<file path="src/rtl/ddr_rx_sequencer.sv">
// rtl/ddr_rx_sequencer.sv - HDR-DDR receive sequencer: preamble/byte/parity/token/CRC mode walk.
// Optional wait-for-mode_done watchdog built only when RX_SEQ_TIMEOUT_EN is defined.
module ddr_rx_sequencer #(
  parameter logic [7:0]  MAX_WORDS   = 8'd255,
  parameter logic [15:0] TIMEOUT_CYC = 16'd4095
) (
  input  logic       i_sys_clk,
  input  logic       i_sys_rst,
  input  logic       i_engine_start,
  input  logic       i_engine_abort,
  input  logic       i_rx_mode_done,
  input  logic       i_rx_pre,
  input  logic       i_rx_error,
  input  logic [7:0] i_rx_byte,
  input  logic       i_rx_byte_valid,
  output logic       o_rx_en,
  output logic [3:0] o_rx_mode,
  output logic [7:0] o_data,
  output logic       o_data_valid,
  output logic [7:0] o_word_cnt,
  output logic       o_busy,
  output logic       o_done,
  output logic       o_error,
  output logic [2:0] o_err_code
);

  typedef enum logic [2:0] {
    S_IDLE, S_PRE, S_BYTE_HI, S_BYTE_LO, S_PAR, S_TOKEN, S_CRC, S_ERR
  } state_t;

  localparam logic [3:0] M_PRE  = 4'd0;
  localparam logic [3:0] M_BYTE = 4'd3;
  localparam logic [3:0] M_TOK  = 4'd4;
  localparam logic [3:0] M_PAR  = 4'd5;
  localparam logic [3:0] M_CRC  = 4'd6;
  localparam logic [3:0] M_ERR  = 4'd7;

  state_t state;
  logic   byte_window;
  logic   timeout_hit;

  assign byte_window = (state == S_BYTE_HI) || (state == S_BYTE_LO) || (state == S_PAR);

`ifdef RX_SEQ_TIMEOUT_EN
  logic [15:0] tmo_cnt;

  assign timeout_hit = (state != S_IDLE) && (state != S_ERR) &&
                       (tmo_cnt == TIMEOUT_CYC - 16'd1);

  // Every state change is caused by mode_done, a timeout, abort or start, so
  // clearing on those (and in IDLE/ERR) covers every state entry.
  always_ff @(posedge i_sys_clk or posedge i_sys_rst) begin
    if (i_sys_rst) begin
      tmo_cnt <= '0;
    end else if (i_rx_mode_done || timeout_hit || i_engine_abort ||
                 (state == S_IDLE) || (state == S_ERR)) begin
      tmo_cnt <= '0;
    end else begin
      tmo_cnt <= tmo_cnt + 16'd1;
    end
  end
`else
  logic unused_tmo;
  assign unused_tmo  = ^TIMEOUT_CYC;
  assign timeout_hit = 1'b0;
`endif

  always_ff @(posedge i_sys_clk or posedge i_sys_rst) begin
    if (i_sys_rst) begin
      state        <= S_IDLE;
      o_rx_en      <= 1'b0;
      o_rx_mode    <= M_PRE;
      o_data       <= 8'd0;
      o_data_valid <= 1'b0;
      o_word_cnt   <= 8'd0;
      o_busy       <= 1'b0;
      o_done       <= 1'b0;
      o_error      <= 1'b0;
      o_err_code   <= 3'd0;
    end else begin
      o_done       <= 1'b0;
      o_error      <= 1'b0;
      o_data_valid <= i_rx_byte_valid && byte_window;
      if (i_rx_byte_valid && byte_window) begin
        o_data <= i_rx_byte;
      end

      if (state == S_IDLE) begin
        // busy covers the done-pulse cycle, so a start there is still ignored
        if (o_done) begin
          o_busy <= 1'b0;
        end
        if (i_engine_start && !i_engine_abort && !o_busy) begin
          state      <= S_PRE;
          o_rx_en    <= 1'b1;
          o_rx_mode  <= M_PRE;
          o_word_cnt <= 8'd0;
          o_err_code <= 3'd0;
          o_busy     <= 1'b1;
        end
      end else if (i_engine_abort) begin
        state     <= S_IDLE;
        o_rx_en   <= 1'b0;
        o_rx_mode <= M_PRE;
        o_busy    <= 1'b0;
      end else if (timeout_hit && !i_rx_mode_done) begin
        state      <= S_ERR;
        o_rx_mode  <= M_ERR;
        o_err_code <= 3'd5;
      end else if (i_rx_mode_done) begin
        case (state)
          S_PRE: begin
            if (!i_rx_pre) begin
              state     <= S_TOKEN;
              o_rx_mode <= M_TOK;
            end else if (o_word_cnt < MAX_WORDS) begin
              state     <= S_BYTE_HI;
              o_rx_mode <= M_BYTE;
            end else begin
              state      <= S_ERR;
              o_rx_mode  <= M_ERR;
              o_err_code <= 3'd4;
            end
          end
          S_BYTE_HI: begin
            state     <= S_BYTE_LO;
            o_rx_mode <= M_BYTE;
          end
          S_BYTE_LO: begin
            state     <= S_PAR;
            o_rx_mode <= M_PAR;
          end
          S_PAR: begin
            if (i_rx_error) begin
              state      <= S_ERR;
              o_rx_mode  <= M_ERR;
              o_err_code <= 3'd1;
            end else begin
              state     <= S_PRE;
              o_rx_mode <= M_PRE;
              if (o_word_cnt < MAX_WORDS) begin
                o_word_cnt <= o_word_cnt + 8'd1;
              end
            end
          end
          S_TOKEN: begin
            if (i_rx_error) begin
              state      <= S_ERR;
              o_rx_mode  <= M_ERR;
              o_err_code <= 3'd2;
            end else begin
              state     <= S_CRC;
              o_rx_mode <= M_CRC;
            end
          end
          S_CRC: begin
            state     <= S_IDLE;
            o_rx_en   <= 1'b0;
            o_rx_mode <= M_PRE;
            o_done    <= 1'b1;
            if (i_rx_error) begin
              o_error    <= 1'b1;
              o_err_code <= 3'd3;
            end
          end
          S_ERR: begin
            state     <= S_IDLE;
            o_rx_en   <= 1'b0;
            o_rx_mode <= M_PRE;
            o_done    <= 1'b1;
            o_error   <= 1'b1;
          end
          default: begin
            state     <= S_IDLE;
            o_rx_en   <= 1'b0;
            o_rx_mode <= M_PRE;
            o_busy    <= 1'b0;
          end
        endcase
      end
    end
  end

endmodule

</file>
<file path="config.mk">
export PLATFORM = sky130hd
export DESIGN_NAME = ddr_rx_sequencer
export DESIGN_NICKNAME = d
export VERILOG_FILES = /design/src/rtl/ddr_rx_sequencer.sv
export SDC_FILE = /design/constraint.sdc
export NUM_CORES = 1
export LEC_CHECK = 0
export BUFFER_PORTS_ARGS = -buffer_cell sky130_fd_sc_hd__buf_4
export CORE_MARGIN = 10
export CORE_UTILIZATION = 30
export DETAILED_ROUTE_END_ITERATION = 16
export GPL_TIMING_DRIVEN = 0
export HOLD_SLACK_MARGIN = 0.08
export SETUP_SLACK_MARGIN = 0.05
export SLEW_MARGIN = 20
export SYNTH_ARGS = -nofsm -noshare
export SYNTH_HDL_FRONTEND = slang
export SYNTH_SLANG_ARGS = --single-unit
</file>
<file path="constraint.sdc">
create_clock -name i_sys_clk -period 2 [get_ports i_sys_clk]
set_input_delay 0.4 -clock i_sys_clk [delete_from_list [all_inputs] [get_ports i_sys_clk]]
set_output_delay 0.4 -clock i_sys_clk [all_outputs]
set_load 0.03 [all_outputs]
</file>
==> impl_results.md, run 1 <==
- Area enclosed by the die boundary: ~0.008 mm2
- Violation count after the first detailed-route iteration: 71
- Slew at the pin closest to its max-slew limit: 608.7 ps
- Final wirelength: 3.517 mm
- Via count of the first global-routing pass: between 1000 and 1500
- Worst slack at placement: 231.0 ps
- Hold Crit Class: primary input to async pin
- Mapped Area: around 0.0014 mm2
- Number of flip-flops and latches in the synthesized netlist: 28
- Routed Antenna Nets: 0
- Post-CTS Setup Inserts: 0
- Minimum clock period: 1743 ps
- Critical Path Sink Type: flop
- Clock Pin Slew Worst Setup and Hold Paths: 100 ps
- Library cell contributing the largest single delay on the critical path: sky130_fd_sc_hd__dfrtp_1
- Buffers added on ports: 41
- Clock network latency to the later pin of the worst-skew pair: 270 ps
- Final hold violation count: 0
- Worst-case hold slack: 188.7 ps
- Number of nets produced by synthesis: between 150 and 200
- GRT Residual Overflow: 0
- Final TNS setup: 0 ps
- GP Congestion: 0.7637
- Clock sinks: 28
- Part of the cycle the worst path needs: slightly below 90%
- Area added between synthesis and finish: 31.28%
- IR drop worst, VDD: approximately 0.00064 V
- Pin count of the biggest net entering global routing: 29
- Die extent in x: between 80 and 90 um
- Req. time, crit path: 2150 ps
- Via Count: 1176
- Inserted Clock Buffers: 3
- Series of cell instances along the critical path: ha_1, nand3_1, nor2_4, o21ai_0, a2111oi_0
- Power density relative to cell area: 1211 mW/mm2
- Final worst clock skew: 11.08 ps
- Share of final-layout standard cells stronger than drive strength 1: 39.01%
- Total count of max-transition violations in the final report: 0
- DRC viols: 0
- Worst endpoint data arrival time: 1890 ps
- Fmax: approximately 570 MHz
- Area of the placeable core: between 0.004 and 0.005 mm2
- Async SR Flop Fraction: 100.0%
- Cell count after synthesis: 137
- Count of yosys warnings during synthesis: 0
- Average instance area after synthesis: 10.54 um2
- Part of the Yosys area used for sequential elements: 48.53%
- Wire length of the first global-routing pass: 5.761 mm
- Floorplan row count: 25
- Initial DRT Pass Iterations: 4
- H-Tree Depth: 1
- Post-route total power: 2296 uW
- Post-route setup slack: 257.3 ps
- Initial core utilization: 30.77%
- Net total in the final layout: 200
- Reported max-cap violation count: 0
- Post-synth EDFFs: 0
- Number of buffers on the longest clock path: 2
- Height of the die: 89.38 um
- Unrepaired setup endpoints after global routing: no
- Final setup violating endpoints: 0
- Count of different cell masters after synthesis: 45
- Clock root buffer master: sky130_fd_sc_hd__clkbuf_8
- Type of element launching the critical path: flop
- Detailed-placement wirelength estimate: between 2 and 3 mm
- Number of diodes: 0
- Maximum cell stage delay along the critical path: roughly 470 ps
- Leakage dissipation: 0.0009053 uW
- WL/cell: approximately 15 um
- Global routing usage summed across all routing layers: 9.070%
- Critical path type: flop to flop
- TritonCTS clock tree: done
- Mean number of vias per cell: between 4 and 5
- Final Util: between 40% and 50%
- Critical path fanouts, max: 7
- Run status: finished clean
- Max transition margin: 59.36%
- Most used DFF post-synth: sky130_fd_sc_hd__dfrtp_1
- # IOs: 44
- Initial antenna violation count: 0
- Final-layout fill cell count: roughly 480
state kept, by name, summed over array words and instances (netlist names):
register      count
o_done            1
state             2
o_rx_en           1
o_data            8
o_word_cnt        8
o_busy            1
o_error           1
o_rx_mode         2
o_err_code        3
o_data_valid      1
critical path, delay by kind of cell, from the launching register on:
family,cells,cell delay [ps]
flops,1,470
fa+ha+maj,1,260
simple gates,2,360
compound gates,2,520
cells in the final DEF (no fill, tap or decap), drive strengths merged, types with 3 or more instances in the layout:
| cell | netlist | final |
|---|---|---|
| a21oi | 9 | 9 |
| buf | 6 | 47 |
| clkbuf | 2 | 5 |
| dfrtp | 28 | 28 |
| inv | 7 | 7 |
| mux2 | 11 | 11 |
| nand2 | 12 | 12 |
| nand3 | 4 | 4 |
| nor2 | 10 | 10 |
| o21a | 3 | 3 |
| o21ai | 8 | 8 |
| o31ai | 3 | 3 |
| or4 | 3 | 3 |
final timing paths:
check	end	startpoint	cells past startpoint	slack, ps
max in group asynchronous	o_busy$_DFFE_PP0P_	i_sys_rst	2	1400
min	o_data[7]$_DFFE_PP0P_	i_sys_rst	2	190
min reg2reg	o_rx_mode[0]$_DFFE_PP0P_	o_rx_mode[0]$_DFFE_PP0P_	1	500
max reg2reg	o_rx_mode[2]$_DFFE_PP0P_	o_word_cnt[0]$_DFFE_PP0P_	5	260
min in group i_sys_clk	state[1]$_DFFE_PP0P_	i_engine_abort	2	340
max	o_rx_mode[2]$_DFFE_PP0P_	o_word_cnt[0]$_DFFE_PP0P_	5	260
power by group:
part | leakage [uW] | internal, uW | switching (uW)
registers | 0.000369 | 716 | 100
logic | 0.000501 | 429 | 605
clock network | 0.0000357 | 268 | 179
total | 0.000905 | 1410 | 884
final cells by class:
type	count	area (um2)	share of cell area, %
Clock buffer	3	41.29	2.178
Buffer	8	45.04	2.376
Inverter	7	26.28	1.386
Multi-Input combinational cell	94	676.9	35.71
Sequential cell	28	700.7	36.96
Tap cell	54	67.56	3.564
Timing Repair Buffer	41	307.8	16.24
Clock inverter	1	30.03	1.584
cell families (layout without fill, tap and decap cells):
| group | Yosys count | count (layout) | share of synthesized area [%] |
|---|---|---|---|
| AND/OR/NAND/NOR | 41 | 41 | 16.90 |
| AO/OA/AOI/OAI | 37 | 37 | 18.02 |
| flip-flops | 28 | 28 | 48.53 |
| other | 1 | 1 | 0.2597 |
| buffers and inverters | 15 | 60 | 4.939 |
| XOR/XNOR | 2 | 2 | 1.213 |
| multiplexers | 12 | 12 | 9.272 |
| adder cells (fa/ha/maj) | 1 | 1 | 0.8664 |
synth_stat cells, types with 2 or more instances:
library cell,n,area [um2]
sky130_fd_sc_hd__a21oi_1,9,45.04
sky130_fd_sc_hd__a32o_1,2,20.02
sky130_fd_sc_hd__and3_1,2,12.51
sky130_fd_sc_hd__buf_2,3,15.01
sky130_fd_sc_hd__buf_4,3,22.52
sky130_fd_sc_hd__clkbuf_1,2,7.510
sky130_fd_sc_hd__dfrtp_1,28,700.7
sky130_fd_sc_hd__inv_1,6,22.52
sky130_fd_sc_hd__mux2_2,10,112.6
sky130_fd_sc_hd__nand2_1,12,45.04
sky130_fd_sc_hd__nand3_1,4,20.02
sky130_fd_sc_hd__nor2_1,9,33.78
sky130_fd_sc_hd__o21a_1,3,22.52
sky130_fd_sc_hd__o21ai_0,7,35.03
sky130_fd_sc_hd__o2bb2ai_1,2,17.52
sky130_fd_sc_hd__o31ai_1,3,22.52
sky130_fd_sc_hd__or3_1,2,12.51
sky130_fd_sc_hd__or4_1,3,22.52
metal layers:
metal	vias to the layer above	GRT usage, %	routed length (um)
met5	-	0	0
met3	2	5.287	425
met2	31	13.86	1587
met1	560	10.66	1488
li1	583	-	-
met4	0	2.168	17
repair_timing:
action,CTS,global route
gates resized for setup,0,1
endpoints found under the setup margin,0,1
hold buffers,0,0
stage by stage:
step	instance area, um2	cells
CTS	1891	236
finish	1896	236
detailed placement	1819	232
global route	1896	236
global placement	1819	232
floorplan	1444	137
No activity file was read; power rests on OpenSTA's default activity.
==> run 2, diff against run 1 <==
ABC_AREA = 1   (was not set)
==> impl_results.md, run 2 <==
- Inserted Clock Buffers: 3
- Clock sinks: 28
- Violation count after the first detailed-route iteration: 93
- TritonCTS clock tree: done
- Power density relative to cell area: 1381 mW/mm2
- Area of all placed cells without fillers: about 0.0021 mm2
- Final setup violating endpoints: 0
- Post-cts resize count: 0
- Net total in the final layout: 268
- Final Instance Count excl. Fillers: 320
- Pin count of the biggest net entering global routing: 29
- GRT Residual Overflow: 0
- Initial DRT Pass Iterations: 6
- Wire length of the first global-routing pass: between 6 and 7 mm
- Die extent in x: between 90 and 100 um
- Area of the placeable core: a little over 0.005 mm2
- Clock network latency to the later pin of the worst-skew pair: between 200 and 300 ps
- Number of flip-flops and latches in the synthesized netlist: 28
- Most numerous cell in the Yosys netlist: sky130_fd_sc_hd__nand2_1
- Critical path type: flop to flop
- Reported max-cap violation count: 0
- Slew at the pin closest to its max-slew limit: 603.5 ps
- Number of buffers on the longest clock path: 2
- Minimum clock period: roughly 1600 ps
- Leakage dissipation: 0.001077 uW
- Area added between synthesis and finish: 30.01%
- Critical Path Sink Type: flop
- Critical path fanouts, max: 6
- Top cell types by occurrence after synthesis: 77 x sky130_fd_sc_hd__nand2_1, 28 x sky130_fd_sc_hd__dfrtp_1, 17 x sky130_fd_sc_hd__nand3_1, 16 x sky130_fd_sc_hd__inv_1, 15 x sky130_fd_sc_hd__nor2_1
- Top cells by area, synth: sky130_fd_sc_hd__dfrtp_1 44%, sky130_fd_sc_hd__nand2_1 18%, sky130_fd_sc_hd__nand3_1 5.4%
- Initial core utilization: 30.94%
- Final hold violation count: 0
- Post-synth EDFFs: 0
- Global routing usage summed across all routing layers: 8.757%
- Count of yosys warnings during synthesis: 0
- Most common library cell in the layout ignoring fill and taps: sky130_fd_sc_hd__nand2_1
- Req. time, crit path: roughly 2200 ps
- Routed Antenna Nets: 0
- Worst endpoint data arrival time: 1780 ps
- Mapped Area: ~0.0016 mm2
- Worst-case hold slack: 177.9 ps
- Hold Buf Count CTS: 0
- Cell type with the highest aggregate area in the netlist: sky130_fd_sc_hd__dfrtp_1
- Area of the multi-input gates: around 740 um2
- Initial antenna violation count: 0
- Final Util: 40.23%
- Number of nets produced by synthesis: 221
- Via Count: about 1400
- Type of element launching the critical path: flop
- Height of the die: about 93 um
- Final worst clock skew: 10.26 ps
- Placed Cells: 316
- Floorplan row count: 26
- Post-CTS Setup Inserts: 0
- Buffering stage count on the worst path with inverters included: 1
- Fraction of post-synthesis cell area in the top cell type by area: 44.34%
- Clock root buffer master: sky130_fd_sc_hd__clkbuf_8
- Mean number of vias per cell: 4.238
- Area enclosed by the die boundary: 0.008570 mm2
- Number of diodes: 0
- Unrepaired setup endpoints after global routing: no
- Fmax: 623.1 MHz
- Final TNS setup: 0 ps
- Library cell appearing most often on the critical path: sky130_fd_sc_hd__nand2_1
- Buffers added on ports: 42
- Part of the Yosys area used for sequential elements: 44.34%
- Most used DFF post-synth: sky130_fd_sc_hd__dfrtp_1
- Max transition margin: 59.71%
- Count of different cell masters after synthesis: 28
- IR drop worst, VDD: ~0.00067 V
- Clock Pin Slew Worst Setup and Hold Paths: approximately 110 ps
- GP Congestion: 0.7508
- Run status: finished clean
- H-Tree Depth: 1
- Total count of max-transition violations in the final report: 0
- Final wirelength: 3.809 mm
- Part of the cycle the worst path needs: between 80% and 90%
- WL/cell: between 10 and 15 um
- FF+latch area: approximately 700 um2
- Cell count after synthesis: 204
- Maximum cell stage delay along the critical path: 440 ps
- # IOs: 44
- Hold Crit Class: primary input to async pin
- Library cell contributing the largest single delay on the critical path: sky130_fd_sc_hd__dfrtp_1
- Final-layout fill cell count: around 550
- Share of final-layout standard cells stronger than drive strength 1: between 30% and 40%
- Via count of the first global-routing pass: 1375
- DRC viols: 0
- Top library cells by usage in the layout, fill and taps aside: 77 x sky130_fd_sc_hd__nand2_1, 45 x sky130_fd_sc_hd__buf_4, 28 x sky130_fd_sc_hd__dfrtp_1
- Series of cell instances along the critical path: ha_1, inv_1, nor2_1, nand3_1, nand2_1, nand3_2, nand2_1, o21ai_1
- Async SR Flop Fraction: 100.0%
- Area after DPL: 0.001983 mm2
- Detailed-placement wirelength estimate: approximately 2.9 mm
- Largest delay share family, worst path: simple AND/OR/NAND/NOR gates
- Average instance area after synthesis: 7.746 um2
- Leading registers by flop count: o_data x8, o_word_cnt x8, o_err_code x3
run 2: cell types whose count changed after synthesis, sizes merged, moves of 7 or more:
cell / change
inv: +12
o21ai: +9
nand3: +15
nand2: +71
a21oi: -7
nor2: +9
mux2: -11
run 2: layer usage:
| metal | GRT usage, % | up-vias | share of wire, % |
|---|---|---|---|
| li1 | - | 726 | - |
| met1 | 10.66 | 588 | 46 |
| met2 | 13.00 | 38 | 42 |
| met3 | 4.681 | 4 | 11 |
| met4 | 2.699 | 0 | 0.89 |
| met5 | 0 | - | 0 |
run 2: stage by stage:
stage	power, uW	setup slack [ps]
2_1_floorplan	1928	383.0
3_3_place_gp	2395	424.9
3_5_place_dp	2408	401.0
4_1_cts	2877	376.3
5_1_grt	3038	280.7
6_report	2837	395.1
run 2: cell type report:
cell class	count	share of cell area, %
buffer	6	2.741
timing repair buffer	42	15.35
inverter	20	3.898
sequential	28	34.10
clock buffer	3	2.010
clock inverter	1	1.462
tap	70	4.263
multi-input combinational	150	36.18
run 2: logic make-up (layout without fill, tap and decap cells):
logic type	after synthesis	count (layout)	share of synthesized area, %
adders and majority gates	1	1	0.7916
AOI/OAI and AO/OA	19	19	7.442
DFF	28	28	44.34
other	1	1	0.2373
xor gates and xnor gates	3	3	1.663
and+or+nand+nor	126	126	36.90
buffers and inverters	26	72	8.630
run 2: where the power goes:
part | internal [uW] | total [uW] | switching, uW
clock | 268 | 457 | 189
combinational | 529 | 1480 | 953
sequential | 751 | 898 | 148
total | 1550 | 2840 | 1290
run 2: final timing paths:
kind,from,to,slack [ps],cells past startpoint
min in group i_sys_clk,i_rx_byte[0],o_data[0]$_DFFE_PP0P_,300,3
hold reg to reg,o_data[7]$_DFFE_PP0P_,o_data[7]$_DFFE_PP0P_,490,2
setup / recovery,o_word_cnt[0]$_DFFE_PP0P_,o_err_code[1]$_DFFE_PP0P_,400,8
hold / removal,i_sys_rst,o_data[6]$_DFFE_PP0P_,180,2
setup reg to reg,o_word_cnt[0]$_DFFE_PP0P_,o_err_code[1]$_DFFE_PP0P_,400,8
max in group asynchronous,i_sys_rst,o_error$_DFF_PP0_,1410,2
